### src/rtl/count_event_logger.sv
`default_nettype none
// ============================================================================
// Module      : count_event_logger
// Description : Watches the counter stage's count/result outputs, detects
//               count wrap, result rise, result fall and count stall events,
//               and logs each event cycle with a timestamp into a small FIFO
//               drained through a valid/ready port.
// Revision    : 1.0 - initial release
// ============================================================================
module count_event_logger #(
  parameter int COUNT_W     = 6,
  parameter int TS_W        = 16,
  parameter int DEPTH       = 8,
  parameter int STALL_LIMIT = 16
) (
  input  logic                      clock,
  input  logic                      reset,
  input  logic                      enable,
  input  logic [COUNT_W-1:0]        count_in,
  input  logic                      result_in,
  input  logic                      evt_ready,
  output logic                      evt_valid,
  output logic [4+COUNT_W+TS_W-1:0] evt_data,
  output logic                      overflow,
  output logic [7:0]                drop_cnt
);

  // Entry layout: {mask[3:0], count[COUNT_W-1:0], stamp[TS_W-1:0]}
  localparam int c_ew = 4 + COUNT_W + TS_W;
  localparam int c_aw = $clog2(DEPTH);
  localparam int c_sw = $clog2(STALL_LIMIT);

  localparam logic [COUNT_W-1:0] c_cnt_max   = {COUNT_W{1'b1}};
  localparam logic [c_sw-1:0]    c_stall_max = c_sw'(STALL_LIMIT - 1);
  localparam logic [c_sw-1:0]    c_stall_pre = c_sw'(STALL_LIMIT - 2);
  localparam logic [7:0]         c_drop_sat  = 8'hFF;

  // Mask bit positions
  localparam int c_bit_wrap  = 0;
  localparam int c_bit_rise  = 1;
  localparam int c_bit_fall  = 2;
  localparam int c_bit_stall = 3;

  // Timestamp and sampling state
  logic [TS_W-1:0]    r_ts;
  logic               r_primed;
  logic [COUNT_W-1:0] r_prev_count;
  logic               r_prev_result;
  logic [c_sw-1:0]    r_stall_cnt;

  // FIFO storage and pointers (one extra MSB distinguishes full from empty)
  logic [c_ew-1:0]    r_mem [DEPTH];
  logic [c_aw:0]      r_wr_ptr;
  logic [c_aw:0]      r_rd_ptr;
  logic               r_overflow;
  logic [7:0]         r_drop_cnt;

  // Combinational control
  logic               w_active;
  logic               w_same;
  logic [3:0]         w_mask;
  logic               w_push;
  logic               w_empty;
  logic               w_full;
  logic               w_pop;
  logic               w_wr_en;
  logic               w_drop;
  logic [c_ew-1:0]    w_entry;

  // Free-running timestamp, independent of enable
  always_ff @(posedge clock) begin
    if (reset) begin
      r_ts <= '0;
    end else begin
      r_ts <= r_ts + 1'b1;
    end
  end

  // Capture the previous sample; the first enabled edge only primes
  always_ff @(posedge clock) begin
    if (reset) begin
      r_primed      <= 1'b0;
      r_prev_count  <= '0;
      r_prev_result <= 1'b0;
    end else if (enable) begin
      r_primed      <= 1'b1;
      r_prev_count  <= count_in;
      r_prev_result <= result_in;
    end else begin
      r_primed      <= 1'b0;
    end
  end

  // Stall counter: counts unchanged-count edges, saturates so the event fires once
  always_ff @(posedge clock) begin
    if (reset) begin
      r_stall_cnt <= '0;
    end else if (!w_active || !w_same) begin
      r_stall_cnt <= '0;
    end else if (r_stall_cnt != c_stall_max) begin
      r_stall_cnt <= r_stall_cnt + 1'b1;
    end
  end

  // Event detection against the previous sample
  always_comb begin
    w_active             = enable && r_primed;
    w_same               = (count_in == r_prev_count);
    w_mask               = 4'b0000;
    w_mask[c_bit_wrap]   = (r_prev_count == c_cnt_max) && (count_in == '0);
    w_mask[c_bit_rise]   = !r_prev_result && result_in;
    w_mask[c_bit_fall]   = r_prev_result && !result_in;
    w_mask[c_bit_stall]  = w_same && (r_stall_cnt == c_stall_pre);
    w_push               = w_active && (w_mask != 4'b0000);
    w_entry              = {w_mask, count_in, r_ts};
  end

  // FIFO status and handshake decode
  always_comb begin
    w_empty = (r_wr_ptr == r_rd_ptr);
    w_full  = (r_wr_ptr[c_aw] != r_rd_ptr[c_aw]) &&
              (r_wr_ptr[c_aw-1:0] == r_rd_ptr[c_aw-1:0]);
    w_pop   = !w_empty && evt_ready;
    // A pop on the same edge frees the slot the push needs
    w_wr_en = w_push && (!w_full || w_pop);
    w_drop  = w_push && w_full && !w_pop;
  end

  // FIFO storage write; contents need no reset since the pointers gate reads
  always_ff @(posedge clock) begin
    if (w_wr_en) begin
      r_mem[r_wr_ptr[c_aw-1:0]] <= w_entry;
    end
  end

  // FIFO pointer update; reset discards any queued entries
  always_ff @(posedge clock) begin
    if (reset) begin
      r_wr_ptr <= '0;
      r_rd_ptr <= '0;
    end else begin
      if (w_wr_en) begin
        r_wr_ptr <= r_wr_ptr + 1'b1;
      end
      if (w_pop) begin
        r_rd_ptr <= r_rd_ptr + 1'b1;
      end
    end
  end

  // Sticky overflow flag and saturating drop counter
  always_ff @(posedge clock) begin
    if (reset) begin
      r_overflow <= 1'b0;
      r_drop_cnt <= '0;
    end else if (w_drop) begin
      r_overflow <= 1'b1;
      if (r_drop_cnt != c_drop_sat) begin
        r_drop_cnt <= r_drop_cnt + 1'b1;
      end
    end
  end

  // Head-of-queue presentation; zero data when empty
  always_comb begin
    evt_valid = !w_empty;
    evt_data  = w_empty ? '0 : r_mem[r_rd_ptr[c_aw-1:0]];
    overflow  = r_overflow;
    drop_cnt  = r_drop_cnt;
  end

endmodule
`default_nettype wire

### config.mk
export PLATFORM = sky130hd
export DESIGN_NAME = count_event_logger
export DESIGN_NICKNAME = d
export VERILOG_FILES = /design/src/rtl/count_event_logger.sv
export SDC_FILE = /design/constraint.sdc
export NUM_CORES = 1
export LEC_CHECK = 0
export ABC_AREA = 1
export CORE_ASPECT_RATIO = 0.5
export CORE_MARGIN = 10
export CORE_UTILIZATION = 38
export CTS_CLUSTER_DIAMETER = 80
export DETAILED_ROUTE_END_ITERATION = 7
export GPL_TIMING_DRIVEN = 0
export HOLD_SLACK_MARGIN = 0.1
export PLACE_DENSITY = 0.57
export SLEW_MARGIN = 20
export SYNTH_ARGS = -nofsm -noshare
export SYNTH_HDL_FRONTEND = slang
export SYNTH_SLANG_ARGS = --single-unit
### constraint.sdc
create_clock -name clock -period 7.2 [get_ports clock]
set_input_delay 0.72 -clock clock [delete_from_list [all_inputs] [get_ports clock]]
set_output_delay 0.72 -clock clock [all_outputs]
set_load 0.01 [all_outputs]
==> out/metrics.csv, run 1 <==
stage,metric,value,unit
routing,vias_per_cell,5.20,
cts,cts_root_buffer,clkbuf_16,
place,dp.cells,1319,
hold_path,hold_depth,2,
power,leakage,0.00423,uW
timing,clock_skew,0.0154,ns
cts,clock_latency,0.52,ns
critical_path,crit_fanout,10,
yosys,syn_inst,911,
timing,slew_violations,0,
routing,drc,0,
critical_path,critPathLaunchType,flop,
routing,post_drt_wl_per_cell,19.0,microns
timing,grt_setup_unrepaired,false,
cts,clock_tree.buffer_depth,3,
power,powerDensity,274,mW/mm^2
hold_path,hold_class,flop to flop,
global_routing,antenna_found_initial,0,
routing,drt_pre_antenna_iters,5,
job,maxCapViolations,0,
finish,drive_gt1_share,6.52,%
yosys,yosysWarnings,0,
yosys,ys_seq_area_share,70.2,%
global_routing,grt_max_degree,17,
yosys,netlist_top_cells_count,"edfxtp_1, nor2_1, o21ai_0",
power,ir_drop,0.153,mV
timing,final-setup-viol-count,0,
die,core_area,0.0265,sq mm
yosys,netlist.area_leader.share,60.8,%
finish,fin_nets,1011,
yosys,syn_area,0.0103,sq mm
die,start_util,38.7,%
cts,cts_buffers,25,
timing,final.min_clock_period,3.96,ns
finish,n_fill_cell,2378,
yosys,synth_edf_count,208,
routing,num_vias,7098,
status,status,completed,
die,ioPinCount,47,
cts,cts.sinks,256,
timing,final_hold_viol_count,0,
finish,seq_area,0.00721,sq mm
yosys,synthArstFlopShare,0,%
yosys,synth_seq_cells,256,
critical_path,rr_worst_depth,12,
routing,wl,26000,microns
critical_path,critPathSlowestCell,clkdlybuf4s50_1,
timing,setup-tns-final,0,ns
cts,cts_resized,0,
place,dp_hpwl,17700,microns
global_routing,gr-total-overflow,0,
timing,min_period_over_period,55.0,%
critical_path,crit_type,flop to output port,
critical_path,worstPathCellList,clkbuf_1 -> clkbuf_1 -> buf_2 -> nor2_1 -> nor2_1 -> o21ai_0 -> a31oi_1 -> clkdlybuf4s50_1,
yosys,syn-num-nets,928,
cts,hold_buffers,0,
cts,cts.clk_slew.worst_paths,0.06,ns
timing,fmax,252,MHz
finish,multi_input_area,0.00277,sq mm
yosys,synth_flop_cell,edfxtp_1,
yosys,ys_types,27,
yosys,syn_avg_cell_area,11.3,sq um
yosys,synthTopCellsByArea,"edfxtp_1, dfxtp_1, nor2_1",
routing,drt_iter0_drc,573,
cts,postCtsSetupBuffers,0,
yosys,yosys.area.top_type,edfxtp_1,
timing,tightest_slew,0.760,ns
global_routing,grt_usage,14.8,%
finish,area_growth,19.1,%
routing,drt.antenna.violating_nets,0,
timing,slew-limit-headroom,49.3,%
critical_path,end_kind,output port,
die,rows,42,
place,io_buffers,46,
finish,fin_cells,1365,
global_routing,grt_first_pass_wirelength,39700,microns
die,die-area,0.0344,sq mm
finish,antenna_cells,0,
place,routabilityCongestion,0.812,
critical_path,cp_slowest_stage_delay,0.62,ns
critical_path,critical_path_arrival,3.24,ns
critical_path,cp_data_required_time,6.48,ns
die,dieWidth,253,microns
cts,cts_htree_levels,1,
global_routing,grt_pass1_vias,6715,
yosys,yosysMostFrequentCell,edfxtp_1,
cts,tritoncts,done,
die,die_y,136,microns
final timing paths:
kind	end	start	slack, ns
min	r_wr_ptr[3]$_SDFFE_PP0P_	r_wr_ptr[3]$_SDFFE_PP0P_	0.50
max	evt_data[2]	flop	3.24
min reg2reg	r_wr_ptr[3]$_SDFFE_PP0P_	r_wr_ptr[3]$_SDFFE_PP0P_	0.50
max reg2reg	r_mem[6][12]$_DFFE_PP_	r_prev_result$_SDFFE_PP0P_	3.94
placed cells by master (no fill, tap or decap), types with 5 or more instances in the layout:
cell	n
edfxtp_1	208
nor2_1	193
o21ai_0	147
nand2_1	64
dfxtp_1	48
clkdlybuf4s50_1	46
inv_1	44
clkbuf_1	43
a21oi_1	35
a31oi_1	27
o22ai_1	26
clkbuf_16	25
nand3_1	14
nand4_1	13
buf_2	9
xor2_1	7
xnor2_1	7
nor2_4	7
buf_16	7
ha_1	6
buf_1	5
nor3_1	5
sequential cells by signal, indices dropped and copies added, names as in the netlist, named ones only:
register / cells
drop_cnt: 8
overflow: 1
r_mem: 208
r_prev_count: 6
r_prev_result: 1
r_primed: 1
r_rd_ptr: 4
r_stall_cnt: 4
r_ts: 16
r_wr_ptr: 4
final cells by class:
type | instances | area share, %
sequential | 256 | 58.9
multi-input combinational | 564 | 22.6
clock buffer | 39 | 5.79
timing repair buffer | 56 | 5.55
tap | 352 | 3.60
buffer | 46 | 1.50
inverter | 45 | 1.38
clock inverter | 7 | 0.604
per-stage QoR:
step / worst slack, ns / total power [uW] / utilization, % / hold WS (ns) / cell area [sq um]
3_5_place_dp: 2.86 / 2130 / 43.1 / 0.491 / 11400
4_1_cts: 3.21 / 3380 / 46.1 / 0.510 / 12200
3_3_place_gp: 0.520 / 2130 / 42.1 / 0.487 / 11200
6_report: 3.24 / 3360 / 46.1 / 0.504 / 12200
2_1_floorplan: 3.24 / 1910 / - / 0.476 / 10300
5_1_grt: 3.05 / 3480 / 46.1 / 0.536 / 12200
layer usage:
| metal | share of wire (%) | up-vias | track usage [%] |
|---|---|---|---|
| met2 | 44 | 247 | 23.2 |
| li1 | - | 3412 | - |
| met3 | 8.1 | 32 | 2.72 |
| met1 | 46 | 3407 | 21.2 |
| met5 | 0 | - | 0 |
| met4 | 1.4 | 0 | 2.84 |
cells by family (layout without fill, tap and decap cells):
kind of cell / Yosys count / after routing / synth area share, %
and+or+nand+nor: 304 / 304 / 12.1
DFF: 256 / 256 / 70.2
AOI/OAI and AO/OA: 240 / 240 / 12.4
buffers and inverters: 91 / 193 / 3.44
xor gates and xnor gates: 14 / 14 / 1.19
adders and majority gates: 6 / 6 / 0.731
power by group:
part	internal (uW)	switching, uW	total (uW)
sequential	1600	11.1	1610
combinational	166	325	490
clock	716	539	1250
total	2480	875	3360
worst max-delay path: cells and delay by family, from the launching register on:
family,cells,cell delay (ns)
buffers and inverters,4,1.74
AO/OA/AOI/OAI,2,0.47
AND/OR/NAND/NOR,2,0.17
flip-flops,1,0.36
Note: power is estimated with default switching activity, not from simulation.
==> run 2, diff against run 1 <==
--- a/config.mk
+++ b/config.mk
@@ -13,7 +13,7 @@
 export DETAILED_ROUTE_END_ITERATION = 7
 export GPL_TIMING_DRIVEN = 0
 export HOLD_SLACK_MARGIN = 0.1
-export PLACE_DENSITY = 0.57
+export PLACE_DENSITY = 0.59
 export SLEW_MARGIN = 20
 export SYNTH_ARGS = -nofsm -noshare
 export SYNTH_HDL_FRONTEND = slang
==> constraint.sdc (replaced) <==
create_clock -name clock -period 3.25 [get_ports clock]
set_input_delay 0.325 -clock clock [delete_from_list [all_inputs] [get_ports clock]]
set_output_delay 0.325 -clock clock [all_outputs]
set_load 0.01 [all_outputs]
==> out/metrics.csv, run 2 (synthesis gave the netlist of run 1 again) <==
stage,metric,value,unit,change
die,rows,42,,unchanged
timing,clock_skew,0.0221,ns,was 0.0154 ns
global_routing,antenna_found_initial,0,,unchanged
hold_path,hold_class,input port to flop,,was flop to flop
critical_path,critical_path_arrival,2.81,ns,was 3.24 ns
finish,postLayoutCellArea,0.0124,sq mm,was 0.0122 sq mm
critical_path,end_kind,output port,,unchanged
cts,hold_buffers,0,,unchanged
die,core_area,0.0265,sq mm,unchanged
die,ioPinCount,47,,unchanged
global_routing,grt_max_degree,16,,was 17
routing,drt_pre_antenna_iters,5,,unchanged
die,start_util,38.7,%,unchanged
critical_path,crit_type,flop to output port,,unchanged
die,die-area,0.0344,sq mm,unchanged
routing,drc,0,,unchanged
global_routing,grt_usage,14.8,%,about the same
critical_path,crit_fanout,10,,unchanged
routing,wl,25900,microns,"was 26,000 microns"
cts,clock_latency,0.52,ns,about the same
power,powerDensity,592,mW/mm^2,was 274 mW/mm^2
timing,tightest_slew,0.766,ns,was 0.760 ns
cts,cts_root_buffer,clkbuf_16,,unchanged
die,die_y,136,microns,unchanged
finish,drive_gt1_share,9.36,%,was 6.52%
finish,area_growth,20.6,%,was 19.1%
place,routabilityCongestion,0.836,,was 0.812
die,dieWidth,253,microns,unchanged
cts,tritoncts,done,,unchanged
cts,cts_buffers,24,,was 25
finish,n_fill_cell,2393,,"was 2,378"
timing,final.min_clock_period,3.14,ns,
place,io_buffers,46,,unchanged
finish,antenna_cells,0,,unchanged
routing,drt_iter0_drc,541,,was 573
place,place_area,0.0115,sq mm,was 0.0114 sq mm
finish,layout_common_cells,"edfxtp_1, nor2_1, o21ai_0, nand2_1, dfxtp_1",,unchanged
timing,slew_violations,0,,unchanged
power,ir_drop,0.315,mV,was 0.153 mV
power,leakage,0.00435,uW,was 0.00423 uW
global_routing,gr-total-overflow,0,,unchanged
timing,min_period_over_period,96.6,%,
finish,largest_reg_flops,208,,unchanged
critical_path,cp_data_required_time,2.92,ns,was 6.48 ns
critical_path,critPathLaunchType,flop,,unchanged
cts,cts_htree_levels,1,,unchanged
finish,fin_nets,1014,,"was 1,011"
timing,final-setup-viol-count,0,,unchanged
timing,setup-tns-final,0,ns,unchanged
timing,grt_setup_unrepaired,true,,was false
routing,vias_per_cell,5.21,,was 5.20
job,maxCapViolations,0,,unchanged
cts,clock_tree.buffer_depth,3,,unchanged
global_routing,grt_first_pass_wirelength,39900,microns,"was 39,700 microns"
finish,multi_input_area,0.00280,sq mm,was 0.00277 sq mm
place,dp_hpwl,17200,microns,"was 17,700 microns"
timing,final_hold_viol_count,0,,unchanged
cts,cts.sinks,256,,unchanged
timing,slew-limit-headroom,48.9,%,was 49.3%
routing,post_drt_wl_per_cell,18.9,microns,was 19.0 microns
timing,fmax,319,MHz,
status,status,completed,,unchanged
finish,seq_area,0.00721,sq mm,unchanged
cts,cts.clk_slew.worst_paths,0.07,ns,was 0.06 ns
routing,num_vias,7125,,"was 7,098"
finish,final_common_cell,edfxtp_1,,unchanged
routing,drt.antenna.violating_nets,0,,unchanged
finish,utilization,46.7,%,was 46.1%
global_routing,grt_pass1_vias,6898,,"was 6,715"
run 2: final timing paths:
path                         startpoint                  endpoint  slack, ns  cells after the start
max reg2reg  r_prev_result$_SDFFE_PP0P_     r_mem[6][5]$_DFFE_PP_       0.33                     12
min reg2reg    r_rd_ptr[3]$_SDFFE_PP0N_  r_rd_ptr[3]$_SDFFE_PP0N_       0.51                      2
max                                flop               evt_data[2]       0.11                      5
min                         count_in[2]    r_mem[7][18]$_DFFE_PP_       0.31                      1
run 2: power breakdown:
group	total (uW)	switching, uW	leakage, uW	internal (uW)
clock network	2640	1190	0.000356	1450
registers	3580	36.1	0.00243	3540
logic	1110	713	0.00156	401
run 2: cell type report:
type                    instances  area share [%]
multi-input cells             564            22.6
clock buffers                  29            5.00
plain buffers                  44            1.92
repair buffers                 62            6.47
inverters                      45            1.36
flip-flops and latches        256            58.2
well taps                     352            3.55
clock inverters                15           0.919
run 2: timing repair:
action | in CTS | in global routing
buffers inserted | 0 | 7
setup endpoints to repair | 26 | 147
pin swaps | 1 | 5
resized for setup | 29 | 18
run 2: worst max-delay path, cell delays in order (launching register included):
cell and delay, ns:
dfxtp_1 0.41, inv_2 0.12, clkbuf_1 0.59, o21ai_0 0.24, a31oi_2 0.34, clkdlybuf4s50_1 0.60
run 2: stage by stage:
step	setup slack (ns)	total power [uW]	hold slack, ns	std cells
6_report	0.110	7330	0.306	1367
5_1_grt	-0.0718	7600	0.323	1367
4_1_cts	0.00413	7360	0.423	1361
3_5_place_dp	-0.392	4720	0.482	1318
3_3_place_gp	-1.81	4700	0.490	1309
2_1_floorplan	0.346	4230	0.424	911
run 2: metal layers:
metal  vias to the layer above  track usage, %  wire, microns
met3                        41            2.86           1460
met5                         -               0              0
li1                       3420               -              -
met4                         0            4.25            613
met1                      3480            20.7          12300
met2                       184            23.0          11500
==> run 3, diff against run 2 <==
--- a/config.mk
+++ b/config.mk
@@ -9,6 +9,7 @@
 export CORE_ASPECT_RATIO = 0.5
 export CORE_MARGIN = 10
 export CORE_UTILIZATION = 38
+export CTS_BUF_LIST = sky130_fd_sc_hd__clkbuf_4 sky130_fd_sc_hd__clkbuf_8
 export CTS_CLUSTER_DIAMETER = 80
 export DETAILED_ROUTE_END_ITERATION = 7
 export GPL_TIMING_DRIVEN = 0
==> constraint.sdc (replaced) <==
create_clock -name clock -period 2.8 [get_ports clock]
set_input_delay 0.28 -clock clock [delete_from_list [all_inputs] [get_ports clock]]
set_output_delay 0.28 -clock clock [all_outputs]
set_load 0.01 [all_outputs]
==> out/metrics.csv, run 3 (synthesis gave the netlist of run 1 again) <==
stage,metric,value,unit,change
routing,drt_iter0_drc,593,,was 541
critical_path,r2r-start,r_prev_result$_SDFFE_PP0P_,,unchanged
global_routing,grt_pass1_vias,7030,,"was 6,898"
global_routing,grt_first_pass_wirelength,40000,microns,"was 39,900 microns"
critical_path,worstPathCellList,inv_1 -> clkbuf_1 -> o21ai_0 -> a31oi_2 -> dlygate4sd2_1,,was inv_2 -> clkbuf_1 -> o21ai_0 -> a31oi_2 -> clkdlybuf4s50_1
finish,postLayoutCellArea,0.0125,sq mm,was 0.0124 sq mm
finish,drive_gt1_share,13.8,%,was 9.36%
die,rows,42,,unchanged
place,dp.cells,1318,,unchanged
timing,min_period_over_period,92.7,%,
critical_path,cp_data_required_time,2.52,ns,was 2.92 ns
job,maxCapViolations,0,,unchanged
timing,clock_skew,0.0168,ns,was 0.0221 ns
cts,hold_buffers,0,,unchanged
power,p_sw,2320,uW,was 1940 uW
power,p_clk_share,37.1,%,was 36.0%
finish,largest_reg_flops,208,,unchanged
critical_path,rr_worst_depth,11,,was 12
finish,seq_area,0.00721,sq mm,about the same
critical_path,r2r_setup_slack,0.24,ns,was 0.33 ns
critical_path,crit_type,flop to output port,,unchanged
die,dieWidth,253,microns,unchanged
critical_path,crit_fanout,10,,unchanged
cts,cts_htree_levels,2,,was 1
power,power_frac_comb,14.9,%,was 15.2%
finish,final_common_cell,edfxtp_1,,unchanged
timing,final-setup-viol-count,0,,unchanged
status,status,completed,,unchanged
routing,vias_per_cell,5.18,,was 5.21
critical_path,critPathSlowestCell,clkbuf_1,,was clkdlybuf4s50_1
timing,slew_violations,0,,unchanged
place,place_area,0.0114,sq mm,was 0.0115 sq mm
finish,antenna_cells,0,,unchanged
hold_path,worstHoldStart,count_in[4],,was count_in[2]
power,p_sw_share,26.7,%,was 26.5%
timing,fmax,385,MHz,
hold_path,hold_class,input port to flop,,unchanged
cts,cts.sinks,256,,unchanged
critical_path,cp_slowest_stage_delay,0.44,ns,was 0.60 ns
global_routing,grt-busiest-layer,met2,,unchanged
power,power,8670,uW,was 7330 uW
power,powerDensity,693,mW/mm^2,was 592 mW/mm^2
power,ir_drop,0.306,mV,was 0.315 mV
cts,cts_buffers,40,,was 24
place,routabilityCongestion,0.811,,was 0.836
die,start_util,38.7,%,unchanged
power,p_seq_share,48.0,%,was 48.8%
global_routing,gr-total-overflow,0,,unchanged
finish,n_fill_cell,2395,,"was 2,393"
critical_path,r2r_end,r_mem[6][13]$_DFFE_PP_,,was r_mem[6][5]$_DFFE_PP_
cts,tritoncts,done,,unchanged
global_routing,use_met1,20.2,%,was 20.7%
power,p_int,6350,uW,was 5390 uW
timing,final.min_clock_period,2.60,ns,
die,die-area,0.0344,sq mm,unchanged
die,ioPinCount,47,,unchanged
routing,drc,0,,unchanged
critical_path,end_kind,output port,,unchanged
hold_path,worstHoldEndpoint,r_mem[0][20]$_DFFE_PP_,,was r_mem[7][18]$_DFFE_PP_
routing,wl,25900,microns,about the same
finish,fin_cells,1393,,"was 1,367"
power,leakage,0.00463,uW,was 0.00435 uW
die,core_area,0.0265,sq mm,unchanged
place,dp_hpwl,17100,microns,"was 17,200 microns"
critical_path,critPathLaunchType,flop,,unchanged
timing,final_hold_viol_count,0,,unchanged
global_routing,grt_usage,14.8,%,about the same
timing,slew-limit-headroom,51.0,%,was 48.9%
routing,drt.antenna.violating_nets,0,,unchanged
finish,layout_common_cells,"edfxtp_1, nor2_1, o21ai_0, nand2_1, clkbuf_8",,"was edfxtp_1, nor2_1, o21ai_0, nand2_1, dfxtp_1"
die,die_y,136,microns,unchanged
timing,tightest_slew,0.734,ns,was 0.766 ns
finish,multi_input_area,0.00282,sq mm,was 0.00280 sq mm
routing,drt_pre_antenna_iters,5,,unchanged
global_routing,grt_util_met3,2.72,%,was 2.86%
hold_path,hold_depth,1,,unchanged
global_routing,grt_max_degree,23,,was 16
finish,fin_nets,1031,,"was 1,014"
critical_path,critical_path_arrival,2.32,ns,was 2.81 ns
cts,cts_root_buffer,clkbuf_8,,was clkbuf_16
global_routing,antenna_found_initial,0,,unchanged
finish,area_growth,21.8,%,was 20.6%
cts,cts.clk_slew.worst_paths,0.06,ns,was 0.07 ns
routing,num_vias,7216,,"was 7,125"
timing,grt_setup_unrepaired,false,,was true
global_routing,grtUsageMet2,23.7,%,was 23.0%
place,io_buffers,46,,unchanged
cts,clock_tree.buffer_depth,3,,unchanged
finish,utilization,47.1,%,was 46.7%
routing,post_drt_wl_per_cell,18.6,microns,was 18.9 microns
cts,clock_latency,0.54,ns,was 0.52 ns
## run 3: cell count changes in the layout (fill, tap and decap cells not counted), sizes merged
cell / previous run / this run
clkinv: 13 / 9
clkbuf: 61 / 86
dlymetal6s2s: 2 / 8
inv: 45 / 46
buf: 28 / 32
clkdlybuf4s50: 43 / 14
dlygate4sd2: 1 / 24
## run 3: worst max path at each step
stage	start	endpoint	slack [ns]	cells after the start
2_1_floorplan	r_stall_cnt[0]$_SDFFE_PP0P_	r_mem[0][0]$_DFFE_PP_	-0.08	9
3_3_place_gp	count_in[0]	r_mem[0][14]$_DFFE_PP_	-2.13	11
3_5_place_dp	count_in[1]	r_mem[6][20]$_DFFE_PP_	-0.98	13
4_1_cts	flop	evt_data[19]	0.003	8
5_1_grt	count_in[2]	r_mem[6][13]$_DFFE_PP_	0.005	13
6_report	flop	evt_data[2]	0.20	5
## run 3: final cells by class
class / count / area share, %
clock inverter: 12 / 0.780
sequential: 256 / 57.7
buffer: 44 / 2.34
timing repair buffer: 63 / 6.08
inverter: 45 / 1.35
clock buffer: 57 / 5.77
tap: 352 / 3.52
multi-input combinational: 564 / 22.5
## run 3: per-layer routing
| layer | share of wire (%) | up-vias |
|---|---|---|
| met1 | 47 | 3508 |
| met2 | 46 | 210 |
| met4 | 1.7 | 0 |
| met3 | 6.1 | 42 |
| li1 | - | 3456 |
| met5 | 0 | - |
## run 3: critical path: cells and delay by family (launching register included)
kind            cells  cell delay (ns)
flops               1             0.30
compound gates      2             0.46
buf+inv             3             1.03
## run 3: stage by stage
stage	hold slack, ns	worst slack, ns	setup TNS (ns)
after floorplan	0.379	-0.0777	-6.06
after global placement	0.492	-2.13	-346.07
after detailed placement	0.490	-0.979	-142.77
after CTS	0.345	0.00267	0
after global routing	0.160	0.00534	0
final	0.178	0.204	0
## run 3: power by group through the flow
stage	clock network [uW]	registers [uW]	logic, uW
2_1_floorplan	0	4210	699
3_3_place_gp	0	4220	1230
3_5_place_dp	0	4220	1250
4_1_cts	3280	4160	1290
5_1_grt	3460	4160	1430
6_report	3220	4160	1290
## run 3: repair_timing
action | in CTS | in global routing
resized for setup | 81 | 18
setup endpoints to repair | 189 | 95
setup buffers | 8 | 0
pin swaps | 6 | 0
